<file path="config.mk">
export PLATFORM = sky130hd
export DESIGN_NAME = alu_sequencer
export DESIGN_NICKNAME = d
export VERILOG_FILES = /design/src/rtl/alu_pkg.sv /design/src/rtl/alu_mul_seq.sv /design/src/rtl/alu_sequencer.sv
export SDC_FILE = /design/constraint.sdc
export NUM_CORES = 1
export LEC_CHECK = 0
export CAP_MARGIN = 30
export CORE_MARGIN = 1.5
export CORE_UTILIZATION = 40
export DETAILED_ROUTE_END_ITERATION = 12
export PLACE_DENSITY = 0.66
export SYNTH_ARGS = -nofsm -noshare
export SYNTH_HDL_FRONTEND = slang
export SYNTH_HIERARCHICAL = 1
export SYNTH_SLANG_ARGS = --single-unit
</file>
<file path="constraint.sdc">
create_clock -name clk -period 5 [get_ports clk]
set_input_delay 1 -clock clk [delete_from_list [all_inputs] [get_ports clk]]
set_output_delay 1 -clock clk [all_outputs]
set_load 0.05 [all_outputs]
</file>
<file path="src/rtl/alu_pkg.sv">
// Shared definitions for the ALU sequencer: mode encodings and FSM states.
// Imported by alu_sequencer and alu_mul_seq.
package alu_pkg;

    localparam logic [2:0] MODE_ADD = 3'b000;
    localparam logic [2:0] MODE_SUB = 3'b001;
    localparam logic [2:0] MODE_AND = 3'b010;
    localparam logic [2:0] MODE_OR  = 3'b011;
    localparam logic [2:0] MODE_XOR = 3'b100;
    localparam logic [2:0] MODE_SHL = 3'b101;
    localparam logic [2:0] MODE_SHR = 3'b110;
    localparam logic [2:0] MODE_MUL = 3'b111;

    typedef enum logic [1:0] {
        ST_IDLE,
        ST_DRIVE,
        ST_MUL,
        ST_RESP
    } state_e;

endpackage

</file>
<file path="src/rtl/alu_mul_seq.sv">
// Shift-add 8x8 unsigned multiplier, one partial product per cycle.
// Ports: clk_i, rst_i (async high), start_i clears, step_i advances,
//        a_i/b_i operands, product_o running sum incl. this step, done_o.
module alu_mul_seq
    import alu_pkg::*;
(
    input  logic        clk_i,
    input  logic        rst_i,
    input  logic        start_i,
    input  logic        step_i,
    input  logic [7:0]  a_i,
    input  logic [7:0]  b_i,
    output logic [15:0] product_o,
    output logic        done_o
);

    logic [2:0]  cnt_q, cnt_d;
    logic [15:0] acc_q, acc_d;
    logic [15:0] term;
    logic [15:0] sum;

    always_comb begin
        term = '0;
        if (b_i[cnt_q]) begin
            term = {8'h00, a_i} << cnt_q;
        end
        sum = acc_q + term;

        cnt_d = cnt_q;
        acc_d = acc_q;
        if (start_i) begin
            cnt_d = '0;
            acc_d = '0;
        end else if (step_i) begin
            // cnt wraps to 0 after the last bit, ready for the next op
            cnt_d = cnt_q + 3'd1;
            acc_d = sum;
        end
    end

    // product_o includes the current step so the final bit is not lost
    assign product_o = sum;
    assign done_o    = step_i && (cnt_q == 3'd7);

    always_ff @(posedge clk_i or posedge rst_i) begin
        if (rst_i) begin
            cnt_q <= '0;
            acc_q <= '0;
        end else begin
            cnt_q <= cnt_d;
            acc_q <= acc_d;
        end
    end

endmodule

</file>
<file path="src/rtl/alu_sequencer.sv">
// Sequences one request at a time through an external ALU or the
// internal shift-add multiplier. Ports: req_* in, rsp_* out, alu_* drive,
// alu_result from the combinational ALU, busy when not IDLE.
module alu_sequencer
    import alu_pkg::*;
#(
    parameter int MUL_EN = 1
) (
    input  logic        clk,
    input  logic        rst,
    input  logic        req_valid,
    output logic        req_ready,
    input  logic [7:0]  req_a,
    input  logic [7:0]  req_b,
    input  logic [2:0]  req_mode,
    output logic [7:0]  alu_a,
    output logic [7:0]  alu_b,
    output logic [2:0]  alu_mode,
    input  logic [15:0] alu_result,
    output logic        rsp_valid,
    input  logic        rsp_ready,
    output logic [15:0] rsp_result,
    output logic        busy
);

    state_e      state_q, state_d;
    logic [7:0]  a_q, a_d;
    logic [7:0]  b_q, b_d;
    logic [2:0]  mode_q, mode_d;
    logic [15:0] res_q, res_d;
    logic        mul_start;
    logic        mul_step;
    logic        mul_done;
    logic [15:0] mul_product;

    alu_mul_seq u_mul (
        .clk_i     (clk),
        .rst_i     (rst),
        .start_i   (mul_start),
        .step_i    (mul_step),
        .a_i       (a_q),
        .b_i       (b_q),
        .product_o (mul_product),
        .done_o    (mul_done)
    );

    always_comb begin
        state_d   = state_q;
        a_d       = a_q;
        b_d       = b_q;
        mode_d    = mode_q;
        res_d     = res_q;
        mul_start = 1'b0;
        mul_step  = 1'b0;
        unique case (state_q)
            ST_IDLE: begin
                if (req_valid) begin
                    a_d       = req_a;
                    b_d       = req_b;
                    mode_d    = req_mode;
                    mul_start = 1'b1;
                    if (req_mode == MODE_MUL && MUL_EN != 0) begin
                        state_d = ST_MUL;
                    end else begin
                        state_d = ST_DRIVE;
                    end
                end
            end
            ST_DRIVE: begin
                res_d   = alu_result;
                state_d = ST_RESP;
            end
            ST_MUL: begin
                mul_step = 1'b1;
                if (mul_done) begin
                    res_d   = mul_product;
                    state_d = ST_RESP;
                end
            end
            ST_RESP: begin
                if (rsp_ready) begin
                    state_d = ST_IDLE;
                end
            end
        endcase
    end

    always_ff @(posedge clk or posedge rst) begin
        if (rst) begin
            state_q <= ST_IDLE;
            a_q     <= '0;
            b_q     <= '0;
            mode_q  <= MODE_ADD;
            res_q   <= '0;
        end else begin
            state_q <= state_d;
            a_q     <= a_d;
            b_q     <= b_d;
            mode_q  <= mode_d;
            res_q   <= res_d;
        end
    end

    assign req_ready  = (state_q == ST_IDLE);
    assign busy       = (state_q != ST_IDLE);
    assign rsp_valid  = (state_q == ST_RESP);
    assign rsp_result = res_q;
    assign alu_a      = a_q;
    assign alu_b      = b_q;
    assign alu_mode   = mode_q;

endmodule

</file>
==> results of run 1 <==
-- synth_stat cells (all sizes together) (4+ instances only) --
library cell / instances
nor2b: 9
nor2: 31
o21ai: 27
nand3b: 6
a21o: 5
a21oi: 24
nand2b: 4
buf: 18
ha: 21
nor3: 8
inv: 14
nand4: 5
clkbuf: 8
mux2i: 36
nor3b: 5
dfrtp: 56
xnor2: 13
a211oi: 11
mux2: 21
nand3: 7
nand2: 32
-- worst reg2reg max path, stage by stage (launching register included) --
cell and delay [ps]:
dfrtp_1 730, mux4_2 600, nand2_1 160, and2_1 270, nor2_1 80, ha_1 420, a211oi_2 300, o21ai_0 160
a221oi_1 370, o21a_1 230, xnor2_1 150, mux2i_1 100, o21ai_1 140
-- cell families after synthesis --
logic type      Yosys count
simple gates            121
flops                    56
buf+inv                  41
xor+xnor                 14
fa+ha+maj                22
compound gates           91
mux                      59
-- registers in the layout (all words and copies together), names as in the netlist --
register / flops
alu_b: 8
alu_mode: 3
u_mul/acc_q: 16
rsp_result: 16
u_mul/cnt_q: 3
state_q: 2
alu_a: 8
-- worst max path at each step --
stage | cells past startpoint | startpoint | endpoint | slack, ps
after global routing | 12 | u_mul/cnt_q[0] | rsp_result[14] | 870
after global placement | 12 | u_mul/cnt_q[0] | rsp_result[14] | 1360
final | 12 | u_mul/cnt_q[0] | rsp_result[14] | 1240
after detailed placement | 12 | u_mul/cnt_q[0] | rsp_result[14] | 1260
after floorplan | 14 | alu_b[7] | rsp_result[14] | 1790
after CTS | 12 | u_mul/cnt_q[0] | rsp_result[14] | 1230
-- cells in the final DEF, fill, tap and decap left out, drive strengths merged, types with 15 or more instances in the layout --
master and n:
ha 21, o21ai 27, nand2 32, clkdlybuf4s50 76, nor2 31, inv 15
mux2 21, dfrtp 56, a21oi 24, mux2i 36
-- layout make-up --
type / instances / share of cell area [%]
clock buffer: 5 / 1.42
sequential: 56 / 29.0
tap: 129 / 3.34
timing repair buffer: 79 / 16.2
clock inverter: 3 / 1.42
inverter: 15 / 1.16
multi-input combinational: 307 / 47.5
-- layer usage --
layer	routed length [µm]	vias to the layer above	global-route usage (%)	share of wire, %
met5	0	-	0	0
met4	119	0	4.38	1.3
met3	475	9	3.24	5.3
met2	3870	97	29.0	43
met1	4520	1455	26.2	50
li1	-	1581	-	-
-- per-stage QoR --
step / util, % / setup slack (ps) / cell area, µm² / hold WS (ps)
floorplan: - / 1790 / 3890 / 472
global placement: 50.3 / 1360 / 4700 / 466
detailed placement: 50.3 / 1260 / 4700 / 475
CTS: 51.8 / 1230 / 4830 / 500
global route: 51.8 / 875 / 4830 / 529
finish: 51.8 / 1240 / 4830 / 492
-- power by group through the flow --
stage	Combinational, µW	Clock [µW]	Sequential [µW]
floorplan	1300	0	1280
global placement	2260	0	846
detailed placement	2290	0	846
CTS	2300	370	838
global route	2490	386	872
finish	2290	358	837
==> flow_summary.yaml, run 1 <==
status:
  status: "finished clean"
sta:
  hold_viol: 0
  tns_ps: 0
  slew_viol_final: 0
  skew_ps: 9.54
  finalCritPeriodShare_pct: 75.3
  grt_setup_unrepaired: "no"
  worstMarginPinSlew_ps: 915
  setup_viol: 0
  relSlewSlack_pct: 39.0
  fmax_mhz: 266
  fin_crit_ps: 3760
logic_synthesis:
  ys_seq_elements: 56
  ys_warn_count: 6
  yosys.area_share.xor_xnor_pct: 3.15
  synth_top_area_share_pct: 36.0
  yosysUniqueCellTypes: 58
  synth_nets: 465
  synth_compound_area_share_pct: 16.0
  postSynth.asyncResetShare_pct: 100
  yosys.area_share.simple_pct: 15.9
  synth_edf_count: 0
  synthTopCellsByArea: "dfrtp_1 36%, mux2i_1 9.0%, ha_1 6.8%"
  ys_seq_area_share_pct: 36.0
  synth_area_per_cell_um2: 9.63
  syn_inst: 404
  syn_area_mm2: 0.00389
  synth.area.mux_share_pct: 16.6
  synthFlopType: "dfrtp_1"
  synth-adder-area-share_pct: 7.27
  synth_top_family_by_area: "multiplexers"
  synth_top_area_cell: "dfrtp_1"
die:
  die_w_um: 102
  die_h_um: 102
  initial_core_util_pct: 41.7
  die_area_mm2: 0.0103
  row_count: 35
  ios: 77
  coreArea_mm2: 0.00933
power:
  cellPowerDensity_mw_per_mm2: 721
  p_leak_uw: 0.00203
  power_uw: 3490
  p_seq_share_pct: 24.0
  swShare_pct: 50.2
  comb_power_share_pct: 65.7
  p_sw_uw: 1750
  vdd_drop_max_uv: 442
  power.share.clock_pct: 10.3
  intPower_uw: 1740
grt:
  grt_pass1_wl_mm: 15.1
  grt_overflow: 0
  grt_pass1_vias: 3103
  antenna_found_initial: 0
  grt_max_degree: 37
  gr-usage-all-layers_pct: 18.4
finish:
  multi_input_area_mm2: 0.00229
  fin_cells: 594
  layout-drive-gt1-share_pct: 9.46
  areaGrowthSynthToFinish_pct: 24.3
  fillers: 892
  seq_area_mm2: 0.00140
  antenna_cells_inserted: 0
  final_net_count: 525
setup_path:
  worstPathCellList: "mux4_2, nand2_1, and2_1, nor2_1, ha_1, a211oi_2, o21ai_0, a221oi_1, o21a_1, xnor2_1, mux2i_1, o21ai_1"
  path_delay_family: "compound AO/OA/AOI/OAI gates"
  cp.required_ps: 5250
  rr_endpoint: "rsp_result[14]"
  critical_path_class: "flop to flop"
  cpPeakStageDelay_ps: 730
  critPathLaunchType: "flop"
  cp.buffers_inverters: 0
  end_kind: "flop"
  r2r_slack_ps: 1240
  worstPathArrival_ps: 4010
  r2r-start: "u_mul/cnt_q[0]"
  reg2reg_depth: 12
  cp_slowest_cell: "dfrtp_1"
  worstPathMaxFanout: 14
placed_design:
  place_inst: 586
  gp_congestion: 0.861
  port_buffers: 76
  dpl.hpwl_mm: 6.76
hold_path:
  min_path_cells: 2
  hold-path-endpoint: "rsp_result[6]"
  hp-start: "rsp_result[6]"
  hold_class: "flop to flop"
job:
  drv_cap: 0
drt:
  wl_mm: 8.99
  post_drt_via_cell_ratio: 5.29
  drt_drc_violations_left: 0
  wl_per_cell_um: 15.1
  postRouteAntennaNets: 0
  drt-initial-drc-count: 226
  vias: 3142
  firstDrtPassIters: 4
clock_tree:
  cts_root_buffer: "clkbuf_8"
  cts-resized-gates: 0
  cts_buffers: 5
  clkSlewWorstSetupHoldPaths_ps: 100
  htreeDepth: 2
  cts_buffer_depth: 2
  ctsHoldBuffers: 0
  worstSkewPairLatency_ps: 310
  cts_tree: "done"
  cts.sinks: 56
  postCtsSetupRepairBufs: 0
(Power assumes the default switching activity.)
==> run 2: changes to the inputs <==
Settings changed: PLACE_DENSITY 0.66 to 0.69.
Clock period 5 ns to 3.4 ns, I/O delays scaled along.
==> run 2 against run 1 <==
  * Routed wire length about the same
  * Fmax increased by 18%
  * Largest cell class unchanged
  * Critical path type unchanged
  * Final area increased by 2.8%
  * Flip-flop and latch count unchanged
  * Core utilization increased by 1.4 points
  * Clock power increased by 48%
  * Sequential power increased by 40%
  * First-iteration DRC count decreased by 23%
  * Register-to-register slack got worse by 1000 ps
  * Hold slack got worse by 0.81 ps
  * Critical path depth unchanged
  * Non-clock buffer count increased by 13
==> flow_summary.yaml, run 2 (synthesis results as in run 1) <==
power:
  cellPowerDensity_mw_per_mm2: 1060
  p_leak_uw: 0.00210
  vdd_drop_max_uv: 570
hold_path:
  hold_class: "flop to flop"
  hp-start: "rsp_result[1]"
placed_design:
  dpl.hpwl_mm: 6.82
  gp_congestion: 0.926
  place_inst: 599
  port_buffers: 76
  placedInstanceArea_mm2: 0.00481
setup_path:
  critical_path_class: "flop to flop"
  end_kind: "flop"
  path_delay_family: "compound AO/OA/AOI/OAI gates"
  critPathLaunchType: "flop"
  cp.buffers_inverters: 0
  cpPeakStageDelay_ps: 510
  cp_slowest_cell: "mux4_2"
  r2r-start: "u_mul/cnt_q[0]"
  worstPathMaxFanout: 9
  worstPathCellList: "mux4_2, nand2_1, and2_2, nor2_1, ha_1, a21oi_1, o211a_1, o21ai_0, nor3_1, xnor2_1, mux2i_1, o21ai_1"
  worstPathArrival_ps: 3440
  cp.required_ps: 3660
  crit_path_start: "u_mul/cnt_q[0]"
grt:
  gr-usage-all-layers_pct: 18.4
  antenna_found_initial: 0
  grt_pass1_vias: 3155
  grt_pass1_wl_mm: 15.2
  grt_overflow: 0
  grt_max_degree: 33
finish:
  fin_cells: 607
  final_net_count: 538
  seq_area_mm2: 0.00140
  layout-drive-gt1-share_pct: 13.2
  layout_commonest_cell: "clkdlybuf4s50_1"
  antenna_cells_inserted: 0
  layout_common_cells: "76 x clkdlybuf4s50_1, 55 x dfrtp_1, 35 x mux2i_1, 31 x nand2_1, 31 x nor2_1"
  areaGrowthSynthToFinish_pct: 27.7
  fillers: 871
  design_area_mm2: 0.00497
  multi_input_area_mm2: 0.00231
clock_tree:
  ctsHoldBuffers: 0
  cts_buffer_depth: 2
  htreeDepth: 2
  cts_root_buffer: "clkbuf_8"
  cts_buffers: 5
  cts_tree: "done"
  worstSkewPairLatency_ps: 320
  cts.sinks: 56
  clkSlewWorstSetupHoldPaths_ps: 110
sta:
  hold_viol: 0
  relSlewSlack_pct: 44.4
  setup_viol: 0
  fmax_mhz: 314
  slew_viol_final: 0
  worstMarginPinSlew_ps: 834
  finalCritPeriodShare_pct: 93.7
  grt_setup_unrepaired: "no"
  fin_crit_ps: 3190
  skew_ps: 16.4
  tns_ps: 0
die:
  initial_core_util_pct: 41.7
  die_h_um: 102
  die_w_um: 102
  die_area_mm2: 0.0103
  ios: 77
  coreArea_mm2: 0.00933
  row_count: 35
drt:
  drt-initial-drc-count: 175
  wl_per_cell_um: 14.8
  post_drt_via_cell_ratio: 5.35
  wl_mm: 8.98
  firstDrtPassIters: 6
  postRouteAntennaNets: 0
  drt_drc_violations_left: 0
  vias: 3248
job:
  drv_cap: 0
status:
  status: "finished clean"
[run 2: metal layers]
layer	share of wire, %	global-route usage [%]	vias to the layer above
li1	-	-	1612
met1	48	25.3	1507
met2	43	29.7	114
met3	6.0	3.59	15
met4	2.0	5.02	0
met5	0	0	-
[run 2: per-stage QoR]
stage          power, µW  worst slack [ps]  util, %  hold WS [ps]
4_1_cts             5280               125     53.0           498
2_1_floorplan       3790               189        -           472
5_1_grt             5660              17.8     53.3           518
3_5_place_dp        4740               150     51.5           474
6_report            5280               214     53.3           491
3_3_place_gp        4690               195     51.5           466
[run 2: area by class of cell]
cell class	instances	area share, %
timing repair buffer	92	18.1
inverter	15	1.13
multi-input combinational	307	46.5
sequential	56	28.2
clock inverter	3	1.39
clock buffer	5	1.39
tap	129	3.25
[run 2: worst reg2reg max path: stages, from the launching register on]
cell and delay [ps]:
dfrtp_2 420, mux4_2 520, nand2_1 160, and2_2 240, nor2_1 70, ha_1 390
a21oi_1 370, o211a_1 240, o21ai_0 80, nor3_1 280, xnor2_1 150, mux2i_1 90
o21ai_1 130
[run 2: path summary, 6_finish.rpt]
kind                       depth (start not counted)  slack [ps]             end
setup / recovery                                  12         210  rsp_result[15]
hold / removal                                     2         490   rsp_result[1]
setup reg to reg                                  12         210  rsp_result[15]
max in group asynchronous                          3        1910        alu_a[6]
hold reg to reg                                    2         490   rsp_result[1]
min in group asynchronous                          2         770   rsp_result[6]
[run 2: timing repair]
action | in CTS | in global routing
gates resized for setup | 0 | 8
endpoints found under the setup margin | 0 | 11
setup buffers | 0 | 0
[run 2: power breakdown]
group          internal, µW  total, µW  switching, µW
Combinational          1410       3580           2170
Clock                   297        529            232
Sequential              966       1170            208
